==> config.mk <==
export PLATFORM = sky130hd
export DESIGN_NAME = ysyx_22041207_lsu
export DESIGN_NICKNAME = d
export VERILOG_FILES = /design/src/rtl/ysyx_22041207_lsu_pkg.sv /design/src/rtl/ysyx_22041207_lsu_align.sv /design/src/rtl/ysyx_22041207_lsu.sv
export SDC_FILE = /design/constraint.sdc
export NUM_CORES = 1
export LEC_CHECK = 0
export CORE_MARGIN = 3
export CORE_UTILIZATION = 30
export CTS_BUF_LIST = sky130_fd_sc_hd__clkbuf_16
export CTS_CLUSTER_SIZE = 28
export DETAILED_ROUTE_END_ITERATION = 8
export HOLD_SLACK_MARGIN = 0.05
export PLACE_DENSITY = 0.59
export SLEW_MARGIN = 20
export SYNTH_ARGS = -nofsm -noshare
export SYNTH_HDL_FRONTEND = slang
export SYNTH_HIERARCHICAL = 1
export SYNTH_SLANG_ARGS = --single-unit
==> constraint.sdc <==
create_clock -name clk -period 1.95 [get_ports clk]
set_clock_uncertainty 0.2 [all_clocks]
set_input_delay 0.39 -clock clk [delete_from_list [all_inputs] [get_ports clk]]
set_output_delay 0.39 -clock clk [all_outputs]
set_load 0.03 [all_outputs]
==> src/rtl/ysyx_22041207_lsu_pkg.sv <==
// Shared types and constants for the load/store unit.
package ysyx_22041207_lsu_pkg;

    localparam int XLEN   = 64;
    localparam int MASK_W = XLEN / 8;

    // Operation codes. Code 3 is unused and behaves as LSU_NONE.
    typedef enum logic [1:0] {
        LSU_NONE  = 2'd0,
        LSU_LOAD  = 2'd1,
        LSU_STORE = 2'd2
    } lsu_op_e;

    typedef enum logic [1:0] {
        SIZE_B = 2'd0,
        SIZE_H = 2'd1,
        SIZE_W = 2'd2,
        SIZE_D = 2'd3
    } lsu_size_e;

    typedef enum logic [1:0] {
        ST_IDLE = 2'd0,
        ST_MEM  = 2'd1,
        ST_DONE = 2'd2
    } lsu_state_e;

    // Byte enables of an access of the given size, before lane shifting.
    function automatic logic [MASK_W-1:0] size_mask(input logic [1:0] size);
        case (size)
            SIZE_B:  size_mask = 8'h01;
            SIZE_H:  size_mask = 8'h03;
            SIZE_W:  size_mask = 8'h0F;
            default: size_mask = 8'hFF;
        endcase
    endfunction

endpackage

==> src/rtl/ysyx_22041207_lsu_align.sv <==
// Combinational lane logic: misalign detection, store mask/data shift, and
// load data shift plus sign/zero extension.
module ysyx_22041207_lsu_align
    import ysyx_22041207_lsu_pkg::*;
(
    input  logic [1:0]        i_st_size,
    input  logic [2:0]        i_st_off,
    input  logic [XLEN-1:0]   i_st_wdata,
    output logic              o_misalign,
    output logic [MASK_W-1:0] o_wmask,
    output logic [XLEN-1:0]   o_wdata,
    input  logic [1:0]        i_ld_size,
    input  logic [2:0]        i_ld_off,
    input  logic              i_ld_unsign,
    input  logic [XLEN-1:0]   i_rdata,
    output logic [XLEN-1:0]   o_ldata
);

    logic [XLEN-1:0] w_rsh;

    // Natural alignment check: an access must not cross its own size boundary.
    always_comb begin
        o_misalign = 1'b0;
        case (i_st_size)
            SIZE_H:  o_misalign = i_st_off[0];
            SIZE_W:  o_misalign = |i_st_off[1:0];
            SIZE_D:  o_misalign = |i_st_off;
            default: o_misalign = 1'b0;
        endcase
    end

    // Store lanes; only meaningful when aligned, so shifted-out bits never matter.
    always_comb begin
        o_wmask = size_mask(i_st_size) << i_st_off;
        o_wdata = i_st_wdata << {i_st_off, 3'b000};
    end

    assign w_rsh = i_rdata >> {i_ld_off, 3'b000};

    // Pick the addressed bytes and extend; doubleword ignores the unsigned flag.
    always_comb begin
        case (i_ld_size)
            SIZE_B:  o_ldata = i_ld_unsign ? {{(XLEN-8){1'b0}}, w_rsh[7:0]}
                                           : {{(XLEN-8){w_rsh[7]}}, w_rsh[7:0]};
            SIZE_H:  o_ldata = i_ld_unsign ? {{(XLEN-16){1'b0}}, w_rsh[15:0]}
                                           : {{(XLEN-16){w_rsh[15]}}, w_rsh[15:0]};
            SIZE_W:  o_ldata = i_ld_unsign ? {{(XLEN-32){1'b0}}, w_rsh[31:0]}
                                           : {{(XLEN-32){w_rsh[31]}}, w_rsh[31:0]};
            default: o_ldata = w_rsh;
        endcase
    end

endmodule

==> src/rtl/ysyx_22041207_lsu.sv <==
// Load/store stage: single-entry FSM that issues one memory access per op
// and presents the result to writeback over valid/ready.
module ysyx_22041207_lsu
    import ysyx_22041207_lsu_pkg::*;
(
    input  logic              clk,
    input  logic              rst_n,
    input  logic              in_valid,
    output logic              in_ready,
    input  logic [1:0]        in_op,
    input  logic [1:0]        in_size,
    input  logic              in_unsign,
    input  logic [XLEN-1:0]   in_res,
    input  logic [XLEN-1:0]   in_wdata,
    input  logic [4:0]        in_rd,
    input  logic              in_wen,
    output logic              mem_req,
    output logic              mem_we,
    output logic [XLEN-1:0]   mem_addr,
    output logic [XLEN-1:0]   mem_wdata,
    output logic [MASK_W-1:0] mem_wmask,
    input  logic [XLEN-1:0]   mem_rdata,
    input  logic              mem_ack,
    output logic              wb_valid,
    input  logic              wb_ready,
    output logic [XLEN-1:0]   wb_data,
    output logic [4:0]        wb_rd,
    output logic              wb_wen,
    output logic              wb_misalign
);

    lsu_state_e        r_state, w_next;
    logic [2:0]        r_off;
    logic [1:0]        r_size;
    logic              r_unsign;

    logic              w_is_mem;
    logic              w_accept;
    logic              w_misalign;
    logic [MASK_W-1:0] w_wmask;
    logic [XLEN-1:0]   w_wdata;
    logic [XLEN-1:0]   w_ldata;

    assign w_is_mem = (in_op == LSU_LOAD) || (in_op == LSU_STORE);
    assign w_accept = in_valid && in_ready;

    ysyx_22041207_lsu_align u_align (
        .i_st_size   (in_size),
        .i_st_off    (in_res[2:0]),
        .i_st_wdata  (in_wdata),
        .o_misalign  (w_misalign),
        .o_wmask     (w_wmask),
        .o_wdata     (w_wdata),
        .i_ld_size   (r_size),
        .i_ld_off    (r_off),
        .i_ld_unsign (r_unsign),
        .i_rdata     (mem_rdata),
        .o_ldata     (w_ldata)
    );

    // State register; reset drops mem_req/wb_valid without waiting for a clock.
    always_ff @(posedge clk or negedge rst_n) begin
        if (!rst_n) r_state <= ST_IDLE;
        else        r_state <= w_next;
    end

    // Next state and state-decoded handshake outputs.
    always_comb begin
        w_next   = r_state;
        in_ready = (r_state == ST_IDLE);
        mem_req  = (r_state == ST_MEM);
        wb_valid = (r_state == ST_DONE);
        case (r_state)
            ST_IDLE: if (in_valid) w_next = (w_is_mem && !w_misalign) ? ST_MEM : ST_DONE;
            ST_MEM:  if (mem_ack)  w_next = ST_DONE;
            ST_DONE: if (wb_ready) w_next = ST_IDLE;
            default: w_next = ST_IDLE;
        endcase
    end

    // Capture the op on accept; load data lands on the ack edge.
    always_ff @(posedge clk or negedge rst_n) begin
        if (!rst_n) begin
            mem_we      <= 1'b0;
            mem_addr    <= '0;
            mem_wdata   <= '0;
            mem_wmask   <= '0;
            r_off       <= '0;
            r_size      <= '0;
            r_unsign    <= 1'b0;
            wb_data     <= '0;
            wb_rd       <= '0;
            wb_wen      <= 1'b0;
            wb_misalign <= 1'b0;
        end else if (w_accept) begin
            wb_rd <= in_rd;
            if (!w_is_mem) begin
                wb_data     <= in_res;
                wb_wen      <= in_wen;
                wb_misalign <= 1'b0;
            end else if (w_misalign) begin
                // Report the faulting address; never touch memory.
                wb_data     <= in_res;
                wb_wen      <= 1'b0;
                wb_misalign <= 1'b1;
            end else begin
                mem_we      <= (in_op == LSU_STORE);
                mem_addr    <= {in_res[XLEN-1:3], 3'b000};
                mem_wdata   <= w_wdata;
                mem_wmask   <= w_wmask;
                r_off       <= in_res[2:0];
                r_size      <= in_size;
                r_unsign    <= in_unsign;
                wb_data     <= '0;
                wb_wen      <= (in_op == LSU_LOAD) && in_wen;
                wb_misalign <= 1'b0;
            end
        end else if ((r_state == ST_MEM) && mem_ack && !mem_we) begin
            wb_data <= w_ldata;
        end
    end

endmodule

# Word level (Yosys, flattened, before mapping)
# Index checks and enable logic that the tools add are counted.
[classes]
n_shift = 3
n_mux = 19
reduce_logical = 16
n_bitwise = 1
eq_ne = 12
[ops]
columns = ["cell", "n"]
rows = [
  ["$mux W64", 7],
  ["$pmux W64 S3", 1],
  ["$shl A64 B6 Y64", 1],
  ["$shr A64 B6 Y64", 1],
  ["$pmux W8 S3", 1],
  ["$eq A2 B2 Y1 const B", 5],
  ["$eq A2 B1 Y1 const B", 4],
  ["$mux W2", 4],
  ["$shl A8 B3 Y8", 1],
  ["$logic_not A2 Y1", 3],
  ["$pmux W2 S3", 1],
  ["$reduce_and A3 Y1", 2],
  ["$logic_and A1 B1 Y1", 5],
  ["$mux W1", 4],
  ["$ne A2 B1 Y1 const B", 2],
  ["$pmux W1 S3", 1],
  ["$reduce_or A3 Y1", 1],
  ["$logic_not A1 Y1", 2],
  ["$ne A2 B2 Y1 const B", 1],
  ["$reduce_bool A2 Y1", 1],
  ["$reduce_or A2 Y1", 1],
  ["$logic_or A1 B1 Y1", 1],
  ["$not A1 Y1", 1],
]
[totals]
output_inout_bits = 211
regBits = 213
inputBits = 208
wordCells = 63

# Longest topological paths before layout
# Gate-level depths: netlist (run 1).
[depth]
depth_word = 7
ltp_mapped = 12

# Cells and area by module
# The synthesis (run 1) kept the hierarchy.
[modules_own_cells]
columns = ["mod", "instances", "area_per_inst_um2", "seq_area_each_um2", "cells_per_inst"]
rows = [
  ["ysyx_22041207_lsu", 1, 9354.0, 5330.1, 687],
  ["ysyx_22041207_lsu_align", 1, 4140.2, 0.0, 520],
]

# Worst setup path before layout (run 1)
# No wires, ideal clock.
[synth_timing]
path_kind = "in2reg"
from = "in in_res[1]"
to = "reg mem_addr[19]"
path_buffers = 6
arrival_ns = 2.443
t_required_ns = 1.622
setup_time_ns = 0.128
path_slack_ns = -0.821
path_stages = 11
path_cell_list = "buf_2 buf_2 clkbuf_1 a21oi_1 o21ai_0 clkbuf_1 nor2_1 nand2_1 buf_4 buf_4 mux2_1"
[synth_between]
elab_chain_len = 4
[synth_rtl]
columns = ["element", "line_no", "text"]
rows = [
  ["start: declaration", "ysyx_22041207_lsu.sv:13", "input logic [XLEN-1:0] in_res,"],
  ["$reduce_or A3 Y1 / $reduce_or A2 Y1 (equally long branches)", "ysyx_22041207_lsu_align.sv:27, ysyx_22041207_lsu_align.sv:26", ""],
  ["$pmux W1 S3 *", "ysyx_22041207_lsu_align.sv:24", "case (i_st_size)"],
  ["named net w_misalign", "ysyx_22041207_lsu.sv:39", "logic w_misalign;"],
  ["$not A1 Y1 (no source line) *", "--", ""],
  ["$reduce_and A3 Y1 (no source line) *", "--", ""],
  ["end signal: assignment", "ysyx_22041207_lsu.sv:108", "mem_addr <= {in_res[XLEN-1:3], 3'b000};"],
  ["end: declaration", "ysyx_22041207_lsu.sv:19", "output logic [XLEN-1:0] mem_addr,"],
]
# The timed path passes the listed nets; every way through them passes the cells marked *.
# A chain may end at the register's enable or synchronous reset.

# Worst setup path in the final report (run 1)
[layout_timing]
from = "reg r_off[1]"
to = "reg wb_data[46]"
[layout_between]
elab_chain_len = 5
[layout_rtl]
columns = ["element", "line_no", "text"]
rows = [
  ["start: declaration", "ysyx_22041207_lsu.sv:33", "logic [2:0] r_off;"],
  ["start signal: assignment", "ysyx_22041207_lsu.sv:111", "r_off <= in_res[2:0];"],
  ["$shr A64 B6 Y64 *", "ysyx_22041207_lsu_align.sv:38", "assign w_rsh = i_rdata >> {i_ld_off, 3'b000};"],
  ["$mux W64 (on tied branches)", "ysyx_22041207_lsu_align.sv:47, ysyx_22041207_lsu_align.sv:43, ysyx_22041207_lsu_align.sv:45", ""],
  ["$pmux W64 S3 *", "ysyx_22041207_lsu_align.sv:42", "case (i_ld_size)"],
  ["named net w_ldata[46]", "ysyx_22041207_lsu.sv:42", "logic [XLEN-1:0] w_ldata;"],
  ["$mux W64 *", "ysyx_22041207_lsu.sv:118", "end else if ((r_state == ST_MEM) && mem_ack && !mem_we) begin"],
  ["$mux W64 *", "ysyx_22041207_lsu.sv:95", "end else if (w_accept) begin"],
  ["end signal: assignment", "ysyx_22041207_lsu.sv:98", "wb_data <= in_res;"],
  ["end signal: assignment", "ysyx_22041207_lsu.sv:103", "wb_data <= in_res;"],
  ["end signal: assignment", "ysyx_22041207_lsu.sv:119", "wb_data <= w_ldata;"],
  ["end: declaration", "ysyx_22041207_lsu.sv:26", "output logic [XLEN-1:0] wb_data,"],
]
# The timed path passes the listed nets; every way through them passes the cells marked *. The select of a mux whose other input is x is not followed.

==> flow_results.org, run 1 <==
** Place
- Input and output buffers added on the ports amount to 415.
- Post-place instance area :: roughly 20000 sq um
- The number of placed instances, taps included, is 2308.
- Final weighted congestion of routability-driven global placement :: about 0.87
- The wire-length estimate of the detail-placed layout is between 40000 and 50000 microns.

** Route
- In the final routed layout, each cell accounts on average for 23.6 microns.
- Via total after detailed routing :: 12500
- DRC violation count after routing :: 0
- The routed design has 57500 microns of wire.
- The first TritonRoute pass finished after 5 iterations.
- Number of DRC violations after detailed-routing iteration 0 :: 878
- Detail-routed via count per cell :: 5.11
- The detail route stage leaves a number of antenna-violating nets equal to 0.

** GRT
- The initial antenna violation count is 11.
- The first global-routing pass estimated 80500 microns of wire.
- Maximum number of pins on one net before global-route repair :: 47
- Summed over all layers, the global routing overflow is 0.
- Global routing consumed, over all layers together, 22.1% of the routing resources.
- Number of global-route vias before repair :: 12800

** Logic synthesis
- EDFF count, synth :: 0
- Synthesis handed over a netlist of around 1200 instances.
- Ranked by total cell area, the synthesized netlist is headed by dfrtp_1, mux2_2, mux2i_1.
- Cell area after synthesis :: 13500 sq um
- Of all cell types, the one taking the most synthesized area is dfrtp_1.
- Netlist cell types :: 46
- After synthesis, the share of flip-flops with an asynchronous set or reset is 100%.
- After synthesis the netlist holds a flip-flop and latch count of 213.
- Most repeated cell in the gate-level netlist after synthesis :: dfrtp_1
- Synth Flop Type :: dfrtp_1
- By count the netlist is led by dfrtp_1, mux2_2, mux2i_1, o21ai_0, mux2_1.
- Post-synthesis sequential area ratio :: 39.5%
- Synthesized area per cell :: 11.2 sq um
- The Yosys step of the flow raised 6 warnings.
- The synthesized design devotes to its leading area cell type 39.5% of total area.

** Pwr
- Net switching is 42.6% of the power.
- Power Internal :: just over 0.02 W
- Relative contribution of the clock network to total power :: about 14%
- Peak supply drop :: around 0.87 mV
- The analysis attributes to net switching a power of approximately 0.015 W.
- Summed over all cells, the static leakage comes to 10.4 nW.
- PD cells :: ~1600 nW/um^2
- Registers are responsible for 21.7% of the overall power.
- Combinational Power Share :: about 64%

** Setup path
- Critical Path RT :: ~2.2 ns
- Worst path arrival time :: 2.61 ns
- Endpoint of the worst setup timing path :: wb_data[46]
- Startpoint type of the worst setup path :: flip-flop
- Cell with the biggest individual delay on the critical path :: dfrtp_2
- FF-to-FF Start :: r_off[1]
- Cells along the critical path :: buf_6 -> mux2i_4 -> buf_6 -> a22oi_2 -> nand4_1 -> buf_6 -> buf_6 -> buf_12 -> nand4_1 -> inv_1 -> mux2i_1 -> mux2_2
- Biggest cell delay along the critical path :: 0.37 ns
- Crit Path Category :: flip-flop to flip-flop
- STA classifies the critical path endpoint as a flip-flop.
- Counting stages on the worst path, the most repeated cell is buf_6.
- Across all register-to-register paths, the minimum setup slack is -0.43 ns.
- In this run the worst path has a maximum fanout of 5.
- RR Endpoint :: wb_data[46]
- FF-to-FF path depth :: 12
- Tracing the worst setup path back leads to its startpoint at r_off[1].

** Clock network
- Clock tree root buffer cell :: clkbuf_16
- CTS Buf Count :: 28
- At the later pin of the worst-skew pair, clock insertion delay measures 0.56 ns.
- Clock transition at the registers of the reported paths :: 0.06 ns
- Number of clock sinks seen by CTS :: roughly 210
- TritonCTS built the clock tree.
- The clock passes through at most 3 buffers.
- In this run the number of H-tree levels came out at 1.

** Timing
- Final setup vio count :: 121
- The count of pins over their slew limit was 0.
- Worst setup slack after layout :: -0.426 ns
- Of the available clock period, the critical path in the final layout requires 122%.
- Relative slew slack :: between 30 and 40%
- Setup total negative slack on the finished layout was measured at -23.30 ns.
- Transition at the pin with the smallest max-transition slack :: 0.960 ns
- The worst path in the final design needs a cycle of 2.38 ns, including I/O delays and setup.
- Setup repair after global routing could not meet its margin everywhere.
- Max Freq :: 0.421 GHz
- The final count of hold timing violations came to 0.

** Die
- Number of primary I/O pins :: 419
- Effective utilization at floorplan :: 30.4%
- The floorplan has 77 rows.
- Horizontal extent of the die :: 218 microns
- The total area inside the core boundary comes to roughly 44000 sq um.
- Die Area :: 47600 sq um
- Die Y :: 218 microns

** Job
- Max-capacitance violation count :: 0

** Layout
- Cell area after layout :: 22500 sq um
- Leaving out filler cells and counting taps, the final layout contains 2439.
- Layout cell share with drive strength beyond 1 :: 41.1%
- The filler cells instantiated in the layout total between 3000 and 4000.
- For this run, the post-layout net count is 2032.
- Area growth syn-to-layout :: 67.1%

** Run status
- The flow ran to the end, but the final reports show violations.
- The checks that failed: negative setup slack.

** Min path
- The tightest min-delay check is of the primary input to flip-flop type.
## cells in the final DEF, fill, tap and decap left out, types with 5 or more instances in the layout
cell             instances
o2111ai_2                9
and2_1                  21
buf_8                    7
buf_16                  12
clkdlybuf4s15_1         58
mux2i_2                 12
mux4_2                  42
buf_4                  193
clkbuf_16               42
mux2i_1                110
inv_1                   70
clkdlybuf4s15_2         33
mux2i_4                 11
mux2_2                 116
o2bb2ai_1                9
o21ai_0                 86
buf_12                  34
o211ai_1                 5
a22oi_2                  5
inv_2                    9
nand3_2                  5
nor2_1                  48
clkinv_1                 5
dlygate4sd2_1           87
clkbuf_2                22
buf_6                   25
nor2b_1                  6
clkinv_2                 8
mux2_4                 125
diode_2                  5
clkdlybuf4s50_1        200
a21oi_1                 26
dfrtp_1                209
nand3_1                  7
nand2_1                 53
o22ai_1                 17
nand4_1                 28
## flip-flops by register name, indices dropped and copies added (netlist names)
register and flops:
mem_addr 61, mem_wdata 64, mem_we 1, mem_wmask 8, r_off 3, r_size 2, r_state 2, r_unsign 1
wb_data 64, wb_misalign 1, wb_rd 5, wb_wen 1
## worst min-delay path by stage
stage	start	to	slack, ns	cells past startpoint
4_1_cts	in_res[1]	r_off[1]	0.07	3
3_5_place_dp	rst_n	wb_data[30]	0.13	1
2_1_floorplan	rst_n	mem_addr[10]	-0.11	0
3_3_place_gp	rst_n	mem_addr[29]	0.14	1
6_report	in_res[1]	r_off[1]	0.12	3
5_1_grt	in_res[1]	r_off[1]	0.12	3
## critical path, delay by kind of cell, from the launching register on
kind | cells | cell delay [ns]
flops | 1 | 0.37
simple gates | 2 | 0.21
mux | 3 | 0.61
compound gates | 1 | 0.07
buf+inv | 6 | 0.79
## cells by family after synthesis
logic type | count (synthesis) | synth area share (%)
other | 1 | 0.0278
and+or+nand+nor | 194 | 7.09
adders and majority gates | 2 | 0.185
buffers and inverters | 192 | 7.65
DFF | 213 | 39.5
muxes | 420 | 37.3
AOI/OAI and AO/OA | 185 | 8.22
## stage by stage
step | hold WS (ns) | power, W | util [%] | setup WS (ns)
4_1_cts | 0.0746 | 0.0339 | 48.5 | -0.346
5_1_grt | 0.118 | 0.0377 | 50.9 | -0.518
3_5_place_dp | 0.135 | 0.0280 | 44.5 | -0.775
3_3_place_gp | 0.136 | 0.0278 | 44.5 | -0.796
2_1_floorplan | -0.106 | 0.0198 | - | -0.397
6_report | 0.118 | 0.0359 | 50.9 | -0.426
## power by group through the flow
stage / Combinational, W / Sequential, W / Clock, W
after floorplan: 0.00822 / 0.0116 / 0
after global placement: 0.0199 / 0.00783 / 0
after detailed placement: 0.0201 / 0.00791 / 0
after CTS: 0.0209 / 0.00777 / 0.00527
after global routing: 0.0242 / 0.00807 / 0.00542
final: 0.0230 / 0.00779 / 0.00511
## routing by layer
metal / track usage (%) / vias up / part of all wire, %
li1: - / 5604 / -
met1: 27.2 / 6252 / 40
met2: 36.6 / 478 / 47
met3: 7.59 / 110 / 8.4
met4: 6.78 / 12 / 3.6
met5: 0 / - / 0.15
## area by class of cell
type,count,area (sq um),share of cell area (%)
repair buffers,693,7110,31.5
diodes,5,12.5,0.0555
inverters,79,302,1.34
well taps,592,741,3.28
clock inverters,21,179,0.793
clock buffers,29,726,3.22
multi-input cells,807,8150,36.1
flip-flops and latches,213,5340,23.7
## what timing repair did
action,4_1_cts,5_1_grt
endpoints found under the hold margin,213,0
endpoints found under the setup margin,294,264
buffers inserted,33,17
hold buffers,1,0
pin swaps,9,17
gates cloned,12,17
gates resized for setup,401,220
Power figures use the tool's default switching activity.
==> inputs of run 2 (changes only) <==
--- a/config.mk
+++ b/config.mk
@@ -11,9 +11,8 @@
 export CTS_CLUSTER_SIZE = 28
 export DETAILED_ROUTE_END_ITERATION = 8
 export HOLD_SLACK_MARGIN = 0.05
-export PLACE_DENSITY = 0.59
+export PLACE_DENSITY = 0.6
 export SLEW_MARGIN = 20
 export SYNTH_ARGS = -nofsm -noshare
 export SYNTH_HDL_FRONTEND = slang
-export SYNTH_HIERARCHICAL = 1
 export SYNTH_SLANG_ARGS = --single-unit
==> flow_results.org, run 2 <==
** Layout
- Commonest cells after routing, fill and taps aside :: dfrtp_1, buf_4, clkdlybuf4s50_1
- Cell area after layout :: 22400 sq um (-0.69%)
- Fin nets :: 2221 (+9.3%)
- The fraction of layout instances using a drive strength above 1 was 41.0% (-0.082 points).
- From synthesis to final layout, the design area changed by 80.9%.
- In the final layout, the registers with the most flip-flops are mem_wdata (64), wb_data (64), mem_addr (61).
- Most common library cell in the layout ignoring fill and taps :: dfrtp_1
- Layout Utilization :: 55.6% (+4.7 points)

** Min path
- Worst hold path type :: primary input to flip-flop

** Route
- Number of DRC violations after detailed-routing iteration 0 :: 868 (-1.1%)
- Average wire per cell in the routed design :: 24.1 microns (+2.2%)
- The wire length the detailed router placed on met1 is 23900 microns (+2.9%).
- The met2 wire length came to 30900 microns (+13%).
- Uppermost routed layer :: met5
- The routed via count divided by cell count is 5.34 (+4.5%).
- The total via count in the routed design came to 13700 (+9.6%).
- Number of detailed-routing iterations run before antenna repair :: 5 (unchanged)
- Wire length after detailed routing :: 61600 microns (+7.1%)
- The DRC violations left is 0 (unchanged).
- The post-detailed-route count of antenna-violating nets came to 0 (unchanged).
- The met3 layer wire length in the routed design came to 4610 microns (-4.5%).

** Logic synthesis
- The synthesized area is 12400 sq um (-8.3%).
- The number of flops mapped to enable cells by yosys came to 0 (unchanged).
- Post-synthesis adder-cell area fraction :: 0.202% (+0.017 points)
- The sequential element share of the synthesized area was 43.1% (+3.6 points).
- Parity-gate share of the synthesized area counting xor and xnor cells :: 0% (unchanged)
- After synthesis, the cell types taking the most area are dfrtp_1, nand2_1, mux2i_1.
- The synthesis warning total was 0 (-6).
- Fraction of the mapped netlist area in simple logic gates :: 17.0% (+9.9 points)
- The largest total area in the synthesized netlist belongs to dfrtp_1.
- Leading cell types by count after synthesis :: nand2_1, dfrtp_1, a21oi_1, nor2_1, mux2i_1
- Synthesized area per cell :: 8.99 sq um (-20%)
- Async set-reset flop share out of synthesis :: 100% (unchanged)
- Syn Inst Count :: 1376 (+14%)
- By area, the combinational part of the netlist is dominated by compound AO/OA/AOI/OAI gates.
- The share of synthesized area spent on multiplexers is 15.9% (-21 points).
- Synth Flop Type :: dfrtp_1
- The share of the synthesized area in compound gates (AO/OA/AOI/OAI) is 19.2% (+11 points).
- In the post-synthesis netlist, the cell with the most instances is nand2_1.
- The number of storage elements in the synthesis netlist came to 213 (unchanged).
- The count of distinct cell types in the synthesized netlist is 45 (-2.2%).
- The area share of the largest cell type after synthesis was 43.1% (+3.6 points).

** Clock network
- CTS tree :: built
- Clock transition at the registers of the reported paths :: 0.06 ns (about the same)
- The total clock buffers created by CTS is 26 (-7.1%).
- The maximum count of clock buffers along a single path was 3 (unchanged).
- The clock latency reported for the late side of the worst-skew pair came to 0.56 ns (about the same).
- The number of sinks on the clock net is 213 (unchanged).
- The count of H-tree levels built during CTS came to 1 (unchanged).
- Clock tree root buffer cell :: clkbuf_16

** GRT
- The maximum number of pins on one net before global-route repair was 48 (+2.1%).
- GRT Util Overall :: 26.1% (+4.0 points)
- Wire length of the first global-routing pass :: 88000 microns (+9.3%)
- The initial antenna violation count was 2 (-9).
- The number of global-route vias before repair came to 13800 (+8.1%).
- The global-route congestion overflow total is 0 (unchanged).

** Place
- The routability congestion estimate came to 0.992 (+15%).
- Count of port buffers added during placement :: 415 (unchanged)
- The total placed instance area was 18900 sq um (-4.1%).
- Half-perimeter wire length after placement :: 44400 microns (+9.1%)

** Pwr
- Power Internal :: 0.0185 W (-10%)
- The combinational group share of total power is 61.9% (-2.2 points).
- The total power divided by cell area came to 1510 nW/um^2 (-5.2%).
- The part of the power in the clock network came to 14.5% (+0.3 points).
- Overall power :: 0.0338 W (-5.8%)
- Share of total power consumed by net switching :: 45.3% (+2.7 points)
- Sequential power share :: 23.6% (+1.9 points)
- Net Switching :: 0.0153 W (+0.12%)
- Leakage power :: 9.87 nW (-5.5%)
- The worst IR drop on VDD came to 0.683 mV (-21%).

** Timing
- The count of pins over their slew limit is 0 (unchanged).
- Max Freq :: 0.452 GHz (+7.4%)
- Worst setup slack after layout :: -0.263 ns (+0.163 ns)
- Post-route clock period utilization :: 113% (-8.4 points)
- Transition at the pin with the smallest max-transition slack :: 0.939 ns (-0.0216 ns)
- The final worst hold slack is 0.102 ns (-0.0160 ns).
- The final count of hold timing violations is 0 (unchanged).
- Relative slew slack :: 37.3% (+1.4 points)
- Final setup vio count :: 135 (+12%)
- Setup repair after global routing could not meet its margin everywhere.
- Final Critical Period :: 2.21 ns (-0.163 ns)

** Job
- Max-capacitance violation count :: 0 (unchanged)

** Setup path
- Element type at the critical path end :: flip-flop
- Critical Path RT :: 2.22 ns (+0.04 ns)
- Cells along the critical path :: buf_8 -> mux2_4 -> o22ai_4 -> nor4_4 -> buf_4 -> buf_6 -> nor2_4 -> buf_12 -> a211oi_2
- Startpoint type of the worst setup path :: flip-flop
- Largest fanout on the critical path :: 8 (+3)
- The worst stage delay on the critical path was 0.49 ns (+0.12 ns).
- The setup path with the least slack is of type flip-flop to flip-flop.
- Broken down by cell family, the worst path's largest delay share belongs to buffers and inverters.
- The critical path data arrival time came to 2.48 ns (-0.13 ns).
- Cell with the biggest individual delay on the critical path :: dfrtp_2
- The combined buffer and inverter count along the critical path is 4 (-2).

** Die
- Effective utilization at floorplan :: 30.7% (+0.28 points)
- Row cnt :: 73 (-5.2%)
- The area inside the core boundary came to 40300 sq um (-9.1%).
- Horizontal extent of the die :: 209 microns (-4.1%)
- Die Y :: 209 microns (-4.1%)
- The full die area came to 43700 sq um (-8.1%).
- Number of primary I/O pins :: 419 (unchanged)

** Run status
- The checks that failed: negative setup slack.
- The flow ran to the end, but the final reports show violations.
==> run 2: power by group through the flow <==
| stage | clock, W | combinational [W] | sequential [W] |
|---|---|---|---|
| floorplan | 0 | 0.00635 | 0.0111 |
| global placement | 0 | 0.0179 | 0.00769 |
| detailed placement | 0 | 0.0180 | 0.00773 |
| CTS | 0.00501 | 0.0193 | 0.00769 |
| global route | 0.00519 | 0.0219 | 0.00820 |
| finish | 0.00489 | 0.0209 | 0.00798 |
==> run 2: logic make-up (layout without fill, tap and decap cells) <==
kind of cell,after synthesis,after routing
multiplexers,162,162
adder cells (fa/ha/maj),2,2
other,1,4
AND/OR/NAND/NOR,512,512
flip-flops,213,213
buffers and inverters,129,782
AO/OA/AOI/OAI,357,357
==> run 2: cell type report <==
class                   instances  area, sq um
clock inverters                22          198
multi-input cells            1036         8100
well taps                     525          657
clock buffers                  26          651
inverters                       8         32.5
diodes                          1         2.50
fillers                      3506        17900
repair buffers                726         7420
flip-flops and latches        213         5340
==> run 2: repair_timing <==
item	CTS	global route
setup buffers	37	29
pin swaps	85	153
hold buffers	1	0
gates resized for setup	562	381
endpoints found under the hold margin	213	0
setup endpoints to repair	352	288
cloned	19	14
==> run 2: final timing paths <==
path                               from            to  slack (ns)  cells after the start
max in group asynchronous         rst_n   wb_data[55]        0.81                      3
max reg2reg                    r_off[1]   wb_data[29]       -0.26                      9
min                            in_op[0]        mem_we        0.10                      5
min reg2reg                mem_addr[45]  mem_addr[45]        0.27                      2
min in group asynchronous         rst_n   wb_data[34]        0.12                      2
max                            r_off[1]   wb_data[29]       -0.26                      9
==> run 2: metal layers <==
metal / up-vias / track usage (%)
met3: 97 / 6.02
met2: 615 / 46.1
li1: 6194 / -
met1: 6744 / 31.8
met4: 2 / 7.60
met5: - / 0
==> run 2: through the flow <==
stage          setup slack, ns  TNS (ns)  std cells
2_1_floorplan           -0.104     -3.71       1378
3_3_place_gp            -0.692   -111.77       2425
3_5_place_dp            -0.704   -117.47       2425
4_1_cts                 -0.274    -18.69       2527
5_1_grt                 -0.330    -24.51       2556
6_report                -0.263    -15.53       2557
==> run 2: worst min-delay path, delay by kind of cell <==
family,cells,cell delay (ns)
simple gates,2,0.11
fa+ha+maj,1,0.15
buf+inv,2,0.17
==> inputs of run 3 (changes only) <==
--- a/config.mk
+++ b/config.mk
@@ -5,6 +5,7 @@
 export SDC_FILE = /design/constraint.sdc
 export NUM_CORES = 1
 export LEC_CHECK = 0
+export ABC_AREA = 0
 export CORE_MARGIN = 3
 export CORE_UTILIZATION = 30
 export CTS_BUF_LIST = sky130_fd_sc_hd__clkbuf_16
==> results of run 3 <==
Same layout as run 2: the final DEF is identical, and so are final timing and power.
